[src/rtl/uart_pkg.sv]
// Shared UART definitions: FSM state encoding, oversampling rate and width helper.
// Imported by both the transmit and receive paths.
package uart_pkg;

  typedef enum logic [1:0] {
    ST_IDLE  = 2'd0,
    ST_START = 2'd1,
    ST_DATA  = 2'd2,
    ST_STOP  = 2'd3
  } uart_state_e;

  localparam int OS_RATE       = 16;
  localparam int DEFAULT_DBITS = 8;

  // Counter width able to hold 0..value-1, never narrower than one bit.
  function automatic int clog2_min1(input int value);
    return (value <= 2) ? 1 : $clog2(value);
  endfunction

endpackage

[src/rtl/uart_baud_gen.sv]
// Oversampling tick generator: free-running divider with enable and clear.
// Tick is only ever asserted while enabled.
module uart_baud_gen
  import uart_pkg::*;
#(
  parameter int CLKS_PER_TICK = 27
) (
  input  logic clk,
  input  logic rst,
  input  logic i_en,
  input  logic i_clr,
  output logic o_tick
);

  localparam int DIV_W = clog2_min1(CLKS_PER_TICK);
  localparam logic [DIV_W-1:0] DIV_MAX = DIV_W'(CLKS_PER_TICK - 1);

  logic [DIV_W-1:0] r_div;

  assign o_tick = i_en & ~i_clr & (r_div == DIV_MAX);

  // Divider count: cleared on request, wraps after the tick cycle.
  always_ff @(posedge clk or posedge rst) begin
    if (rst) begin
      r_div <= '0;
    end else if (i_clr) begin
      r_div <= '0;
    end else if (i_en) begin
      r_div <= o_tick ? '0 : (r_div + DIV_W'(1));
    end else begin
      r_div <= r_div;
    end
  end

endmodule

[src/rtl/uart_tx.sv]
// UART transmitter: 1 start bit, DBITS data bits LSB first, SB_TICKS/16 stop bits.
// Bit timing is 16 oversampling ticks per bit from uart_baud_gen.
module uart_tx
  import uart_pkg::*;
#(
  parameter int DBITS         = DEFAULT_DBITS,
  parameter int CLKS_PER_TICK = 27,
  parameter int SB_TICKS      = 16
) (
  input  logic             clk,
  input  logic             rst,
  input  logic             tx_start,
  input  logic [DBITS-1:0] tx_din,
  output logic             tx_ready,
  output logic             tx_done,
  output logic             tx
);

  localparam int OS_MAX = (SB_TICKS > OS_RATE) ? SB_TICKS : OS_RATE;
  localparam int OS_W   = clog2_min1(OS_MAX);
  localparam int BIT_W  = clog2_min1(DBITS);
  localparam logic [OS_W-1:0]  OS_LAST  = OS_W'(OS_RATE - 1);
  localparam logic [OS_W-1:0]  SB_LAST  = OS_W'(SB_TICKS - 1);
  localparam logic [BIT_W-1:0] BIT_LAST = BIT_W'(DBITS - 1);

  uart_state_e      r_state, w_state_next;
  logic [DBITS-1:0] r_shift, w_shift_next;
  logic [OS_W-1:0]  r_os_cnt, w_os_next;
  logic [BIT_W-1:0] r_bit_cnt, w_bit_next;
  logic             r_tx, w_tx_next;
  logic             w_done;
  logic             w_tick;
  logic             w_idle;

  assign w_idle = (r_state == ST_IDLE);

  uart_baud_gen #(
    .CLKS_PER_TICK(CLKS_PER_TICK)
  ) u_baud_gen (
    .clk    (clk),
    .rst    (rst),
    .i_en   (~w_idle),
    .i_clr  (w_idle),
    .o_tick (w_tick)
  );

  // State register plus shift register, counters and the registered line.
  always_ff @(posedge clk or posedge rst) begin
    if (rst) begin
      r_state   <= ST_IDLE;
      r_shift   <= '0;
      r_os_cnt  <= '0;
      r_bit_cnt <= '0;
      r_tx      <= 1'b1;
    end else begin
      r_state   <= w_state_next;
      r_shift   <= w_shift_next;
      r_os_cnt  <= w_os_next;
      r_bit_cnt <= w_bit_next;
      r_tx      <= w_tx_next;
    end
  end

  // Next-state, counter and done-pulse logic.
  always_comb begin
    w_state_next = r_state;
    w_shift_next = r_shift;
    w_os_next    = r_os_cnt;
    w_bit_next   = r_bit_cnt;
    w_done       = 1'b0;
    case (r_state)
      ST_IDLE: begin
        if (tx_start) begin
          w_state_next = ST_START;
          w_shift_next = tx_din;
          w_os_next    = '0;
        end else begin
          w_state_next = ST_IDLE;
        end
      end
      ST_START: begin
        if (w_tick) begin
          if (r_os_cnt == OS_LAST) begin
            w_os_next    = '0;
            w_bit_next   = '0;
            w_state_next = ST_DATA;
          end else begin
            w_os_next = r_os_cnt + OS_W'(1);
          end
        end else begin
          w_os_next = r_os_cnt;
        end
      end
      ST_DATA: begin
        if (w_tick) begin
          if (r_os_cnt == OS_LAST) begin
            w_os_next    = '0;
            w_shift_next = r_shift >> 1;
            if (r_bit_cnt == BIT_LAST) begin
              w_state_next = ST_STOP;
            end else begin
              w_bit_next = r_bit_cnt + BIT_W'(1);
            end
          end else begin
            w_os_next = r_os_cnt + OS_W'(1);
          end
        end else begin
          w_os_next = r_os_cnt;
        end
      end
      ST_STOP: begin
        if (w_tick) begin
          if (r_os_cnt == SB_LAST) begin
            w_done       = 1'b1;
            w_os_next    = '0;
            w_state_next = ST_IDLE;
          end else begin
            w_os_next = r_os_cnt + OS_W'(1);
          end
        end else begin
          w_os_next = r_os_cnt;
        end
      end
      default: begin
        w_state_next = ST_IDLE;
      end
    endcase
  end

  // Line value for the coming cycle follows the state being entered.
  always_comb begin
    w_tx_next = 1'b1;
    case (w_state_next)
      ST_IDLE:  w_tx_next = 1'b1;
      ST_START: w_tx_next = 1'b0;
      ST_DATA:  w_tx_next = w_shift_next[0];
      ST_STOP:  w_tx_next = 1'b1;
      default:  w_tx_next = 1'b1;
    endcase
  end

  assign tx       = r_tx;
  assign tx_ready = w_idle;
  assign tx_done  = w_done;

endmodule

[config.mk]
export PLATFORM = sky130hd
export DESIGN_NAME = uart_tx
export DESIGN_NICKNAME = d
export VERILOG_FILES = /design/src/rtl/uart_pkg.sv /design/src/rtl/uart_baud_gen.sv /design/src/rtl/uart_tx.sv
export SDC_FILE = /design/constraint.sdc
export NUM_CORES = 1
export LEC_CHECK = 0
export ABC_AREA = 1
export CAP_MARGIN = 20
export CORE_ASPECT_RATIO = 0.6
export CORE_MARGIN = 2
export CORE_UTILIZATION = 40
export CTS_BUF_LIST = sky130_fd_sc_hd__clkbuf_8
export CTS_CLUSTER_DIAMETER = 60
export DETAILED_ROUTE_END_ITERATION = 8
export PLACE_DENSITY_LB_ADDON = 0.1
export RECOVER_POWER = 50
export SLEW_MARGIN = 15
export SYNTH_ARGS = -nofsm -noshare
export SYNTH_HDL_FRONTEND = slang
export SYNTH_HIERARCHICAL = 1
export SYNTH_SLANG_ARGS = --single-unit
[constraint.sdc]
create_clock -name clk -period 5.03 [get_ports clk]
set_input_delay 1.006 -clock clk [delete_from_list [all_inputs] [get_ports clk]]
set_output_delay 1.006 -clock clk [all_outputs]
set_load 0.02 [all_outputs]
After elaboration in Yosys (flattened, before gate mapping)
Index checks and enable logic that the tools add are counted.
{ "op_classes": {"addsub": 3, "eq_ne": 16, "mux": 29, "bitwise_logic": 2, "reduce_logical": 9} }
{ "ops": {"columns": ["operator", "count"], "rows": [
  ["2-to-1 mux 8 bit", 3],
  ["case mux 8 bit (2 select lines)", 1],
  ["2-to-1 mux 3 bit", 5],
  ["2-to-1 mux 2 bit", 7],
  ["2-to-1 mux 4 bit", 3],
  ["2-to-1 mux 5 bit", 2],
  ["== test 2 bit, second input constant", 4],
  ["!= test 2 bit, second input constant", 4],
  ["case mux 2 bit (4 select lines)", 1],
  ["case mux 4 bit (2 select lines)", 1],
  ["!= test 2 x 1 -> 1 bit, second input constant", 3],
  ["case mux 3 bit (2 select lines)", 1],
  ["AND reduction 6 bit", 1],
  ["adder 5 x 1 -> 5 bit, second input constant", 1],
  ["== test 5 bit, second input constant", 1],
  ["adder 4 x 1 -> 4 bit, second input constant", 1],
  ["== test 2 x 1 -> 1 bit, second input constant", 2],
  ["== test 4 bit, second input constant", 1],
  ["zero test 2 bit", 2],
  ["2-to-1 mux 1 bit", 4],
  ["AND reduction 4 bit", 1],
  ["nonzero test 2 bit", 2],
  ["adder 3 x 1 -> 3 bit, second input constant", 1],
  ["== test 3 bit, second input constant", 1],
  ["other kinds (6)", 6]
]} }
{ "word_totals": {"reg_bits": 23, "in_bits": 11, "out_inout_bits": 3, "elab_cells": 66} }

Depth between registers and ports, before layout
{ "logic_depth": {"ltp_word": 8, "mapped_depth": 13, "mapped_depth_nobuf": 13} }

Hierarchy
Netlist, hierarchy kept.
{ "modules_own_cells": {"columns": ["mod", "n_inst", "cells_per_inst", "area_per_inst_um2", "seq_area_each_um2"], "rows": [
  ["uart_tx", 1, 111, 917.1, 451.7],
  ["uart_baud_gen", 1, 40, 372.9, 125.1]
]} }

Least setup slack after synthesis
OpenSTA, ideal clock, no wires.
{ "synth_path": {"path_type": "register to output", "from": "reg r_state[0]", "to": "out tx_done", "arrival_time_ns": 1.770, "required_ns": 4.024, "slack_ns": 2.254, "path_stages_with_launch": 7, "path_buffers": 0, "path_cell_list": "dfrtp_1 > nor2_2 > inv_1 > inv_1 > nor3_2 > nand4_1 > nor3_1"} }
{ "synth_via": {"elab_chain_len": 5, "word_cells_on_any_way": 6, "classes_between": "1 x eq/ne; 2 x mux; 2 x bitwise; 1 x reduce/logical"} }
{ "synth_rtl": {"columns": ["element", "line", "text"], "rows": [
  ["from (decl)", "uart_tx.sv:26", "uart_state_e r_state, w_state_next;"],
  ["from (signal assigned)", "uart_tx.sv:56", "r_state <= w_state_next;"],
  ["zero test 2 bit", "uart_tx.sv:35", "assign w_idle = (r_state == ST_IDLE);"],
  ["via tx_ready", "uart_tx.sv:14", "output logic tx_ready,"],
  ["NOT 1 bit", "uart_baud_gen.sv:20, uart_tx.sv:42", null],
  ["bitwise AND 1 bit", "uart_baud_gen.sv:20", "assign o_tick = i_en & ~i_clr & (r_div == DIV_MAX);"],
  ["via w_tick", "uart_tx.sv:32", "logic w_tick;"],
  ["2-to-1 mux 1 bit", "uart_tx.sv:112", "if (w_tick) begin"],
  ["2-to-1 mux 1 bit", "uart_tx.sv:71", "case (r_state)"],
  ["to (decl)", "uart_tx.sv:15", "output logic tx_done,"]
]} }
The timed path passes the listed nets, and every way through them passes these cells.

Worst setup path after layout
{ "layout_path": {"from": "reg r_state[0]", "to": "out tx_done"} }
{ "layout_via": {"elab_chain_len": 5, "word_cells_on_any_way": 6, "classes_between": "1 x eq/ne; 2 x mux; 2 x bitwise; 1 x reduce/logical"} }
{ "layout_rtl": {"columns": ["element", "line"], "rows": [
  ["zero test 2 bit", "uart_tx.sv:35"],
  ["NOT 1 bit", "uart_baud_gen.sv:20, uart_tx.sv:42"],
  ["bitwise AND 1 bit", "uart_baud_gen.sv:20"],
  ["via w_tick", "uart_tx.sv:32"],
  ["2-to-1 mux 1 bit", "uart_tx.sv:112"],
  ["2-to-1 mux 1 bit", "uart_tx.sv:71"]
]} }
The timed path passes the listed nets, and every way through them passes these cells.

==> key figures <==
Status
  – Outcome: completed

Placement
  – GPL Wtd Cong: 0.814
  – DP HPWL: about 2000 µm
  – PortBufs: 13

GRT
  – Initial antenna violation count: 0
  – First-pass GRT wire length: 4150 µm
  – Largest net degree at the start of global routing: 19
  – GR Overflow Total: 0
  – GRT Resource Usage Total: between 10% and 20%
  – Number of global-route vias before repair: about 890

Detailed routing
  – Routed wire length: ~2500 µm
  – Top Metal Used: met4
  – Drt wl/cell: between 10 and 15 µm
  – Routed Antenna Nets: 0
  – Routed wire length on met2: a little over 1000 µm
  – Via density per instance: 4.77
  – WL met1: 1300 µm
  – Pre-antenna DRT Iters: 4
  – DRT iter0 DRCs: around 70
  – Metal3 WL: roughly 140 µm
  – Via count of the routed design: 996
  – DRC viols: 0

Timing
  – Slew HR: 53.7%
  – Final hold vios: 0
  – Final setup viols: 0
  – Peak Freq: 0.275 GHz
  – Final Max Tran Viols: 0
  – Worst-Margin Slew: 0.694 ns
  – Setup tns final: 0 ns
  – Final period utilization: 72.3%
  – Clk_skew: 0.00243 ns
  – Crit path time final: 3.64 ns
  – RSZ-0062 raised after global routing: false

Power and ir drop
  – Leakage: 0.742 nW
  – Power density cells: 342 mW/mm²
  – Maximum VDD drop: roughly 0.00014 V

Critical path
  – Cell mode on critical path: inv_1
  – Critical path arrival: 2.63 ns
  – Critical path class: reg -> out
  – R2r worst-path depth: 10
  – Worst-path cell chain: nor2_1 > inv_1 > inv_1 > nor3_2 > nand4_1 > nor3_1 > clkdlybuf4s50_1
  – CP max stage delay: 0.65 ns
  – Worst Path Required: ~4 ns
  – Worst setup SP type: flop
  – Crit. End Element: output port
  – CP max FO: 6
  – Slowest-stage cell, CP: clkdlybuf4s50_1

Cells and area
  – Share of layout cells above drive strength 1: around 14%
  – P&R area growth vs syn: 15.2%
  – N_diodes: 0
  – Most common cell after layout, fill and taps aside: nand2_1
  – Final Util: 50.1%
  – Layout Nets: 186
  – Most frequent cells in the layout: nand2_1 (38), inv_1 (23), dfrtp_1 (22)

Floorplanning
  – Die W: a little under 80 µm
  – Placement row count: 15
  – Initial core utilization: 43.5%
  – IO Count: 14
  – Core Area: 0.00297 mm²
  – Die height: 48.0 µm
  – Die area: around 0.0037 mm²

Synthesis
  – Cells after Synth: 151
  – Synth area leaders: dfrtp_1 (43%), nand2_1 (11%), ha_1 (6.8%)
  – Synth top area share: 42.7%
  – Part of the Yosys area used for sequential elements: 44.7%
  – Synth Register Bits: 23
  – Mean post-synth cell area: 8.54 µm²
  – Mapped Area: about 0.0013 mm²
  – Leading area contributor after synthesis: dfrtp_1
  – Synth Net Count: between 150 and 200
  – Yosys warnings: 6
  – Synth unique cells: 26

Clock network
  – Htree depth: 1
  – CTS Hold Buffers Added: 0
  – Worst-skew pair later-pin latency: 0.26 ns
  – CTS tree: yes
  – CTS Buf Count: 3
  – CTS clk-pin slew, worst paths: about 0.080 ns
  – Buffer depth of the longest clock path: 2
  – Clock Sinks: 23
  – Post_cts resized: 0
  – Setup bufs post-CTS: 0
  – Root Driver: clkbuf_8

Worst hold path
  – HP Class: reg -> reg
  – WHS Path Cells: 2

Flow run
  – Max cap viols: 0
==> power by group <==
group | internal [W] | total [W] | leakage [nW] | switching [W]
clock network | 0.0000545 | 0.000112 | 0.0269 | 0.0000577
registers | 0.000229 | 0.000271 | 0.293 | 0.0000416
logic | 0.0000590 | 0.000125 | 0.422 | 0.0000661
==> area by class of cell <==
type                            count  area [µm²]
Inverter                           24        90.1
Tap cell                           42        52.6
Timing Repair Buffer               13         130
Clock buffer                        3        41.3
Multi-Input combinational cell    103         592
Sequential cell                    23         577
Fill cell                         297        1480
Clock inverter                      1        3.75
==> final timing paths <==
path	start	slack, ns	to
max in group asynchronous	rst	3.28	r_state[1]$_DFF_PP0_
max	r_state[0]$_DFF_PP0_	1.39	tx_done
min reg2reg	r_shift[5]$_DFFE_PP0P_	0.49	r_shift[5]$_DFFE_PP0P_
min	r_shift[5]$_DFFE_PP0P_	0.49	r_shift[5]$_DFFE_PP0P_
max reg2reg	r_state[0]$_DFF_PP0_	2.64	tx$_DFF_PP1_
min in group asynchronous	rst	1.11	u_baud_gen/r_div[4]$_DFFE_PP0P_
==> stage by stage <==
step / hold slack (ns) / cell area, µm² / power [W] / worst slack (ns) / std cells
after floorplan: 0.452 / 1290 / 0.000381 / 2.25 / 151
after global placement: 0.467 / 1460 / 0.000405 / 1.89 / 205
after detailed placement: 0.473 / 1460 / 0.000407 / 1.69 / 205
after CTS: 0.494 / 1510 / 0.000521 / 1.40 / 209
after global routing: 0.505 / 1490 / 0.000549 / 1.19 / 209
final: 0.492 / 1490 / 0.000508 / 1.39 / 209
==> cells in the mapped netlist, drive strengths merged <==
cell type / instances
o211ai: 3
buf: 1
o21ai: 8
ha: 7
nor3: 3
nor2: 14
inv: 24
nand4: 4
o22ai: 1
dfstp: 1
a21oi: 5
nand2: 43
dfrtp: 22
o31ai: 1
nand3: 12
xnor2: 1
o21bai: 1
==> sequential cells by signal, summed over array words and instances (netlist names) <==
signal	count
r_os_cnt	4
r_shift	8
tx	1
u_baud_gen/r_div	5
r_state	2
r_bit_cnt	3
==> critical path: cells and delay by family (launching register included) <==
family / cells / cell delay (ns)
flops: 1 / 0.42
simple gates: 4 / 1.01
buf+inv: 3 / 0.93
==> metal layers <==
layer,track usage (%),vias to the layer above
met1,20.6,459
met2,23.5,21
met4,2.14,0
met5,0,-
li1,-,514
met3,5.66,2
==> logic make-up (layout without fill, tap and decap cells) <==
group / Yosys count / count (layout) / share of synthesized area (%)
AO/OA/AOI/OAI: 19 / 19 / 10.2
XOR/XNOR: 1 / 1 / 0.679
adder cells (fa/ha/maj): 7 / 7 / 6.79
buffers and inverters: 25 / 41 / 7.86
flip-flops: 23 / 23 / 44.7
AND/OR/NAND/NOR: 76 / 76 / 29.8
No activity file was read; power rests on OpenSTA's default activity.
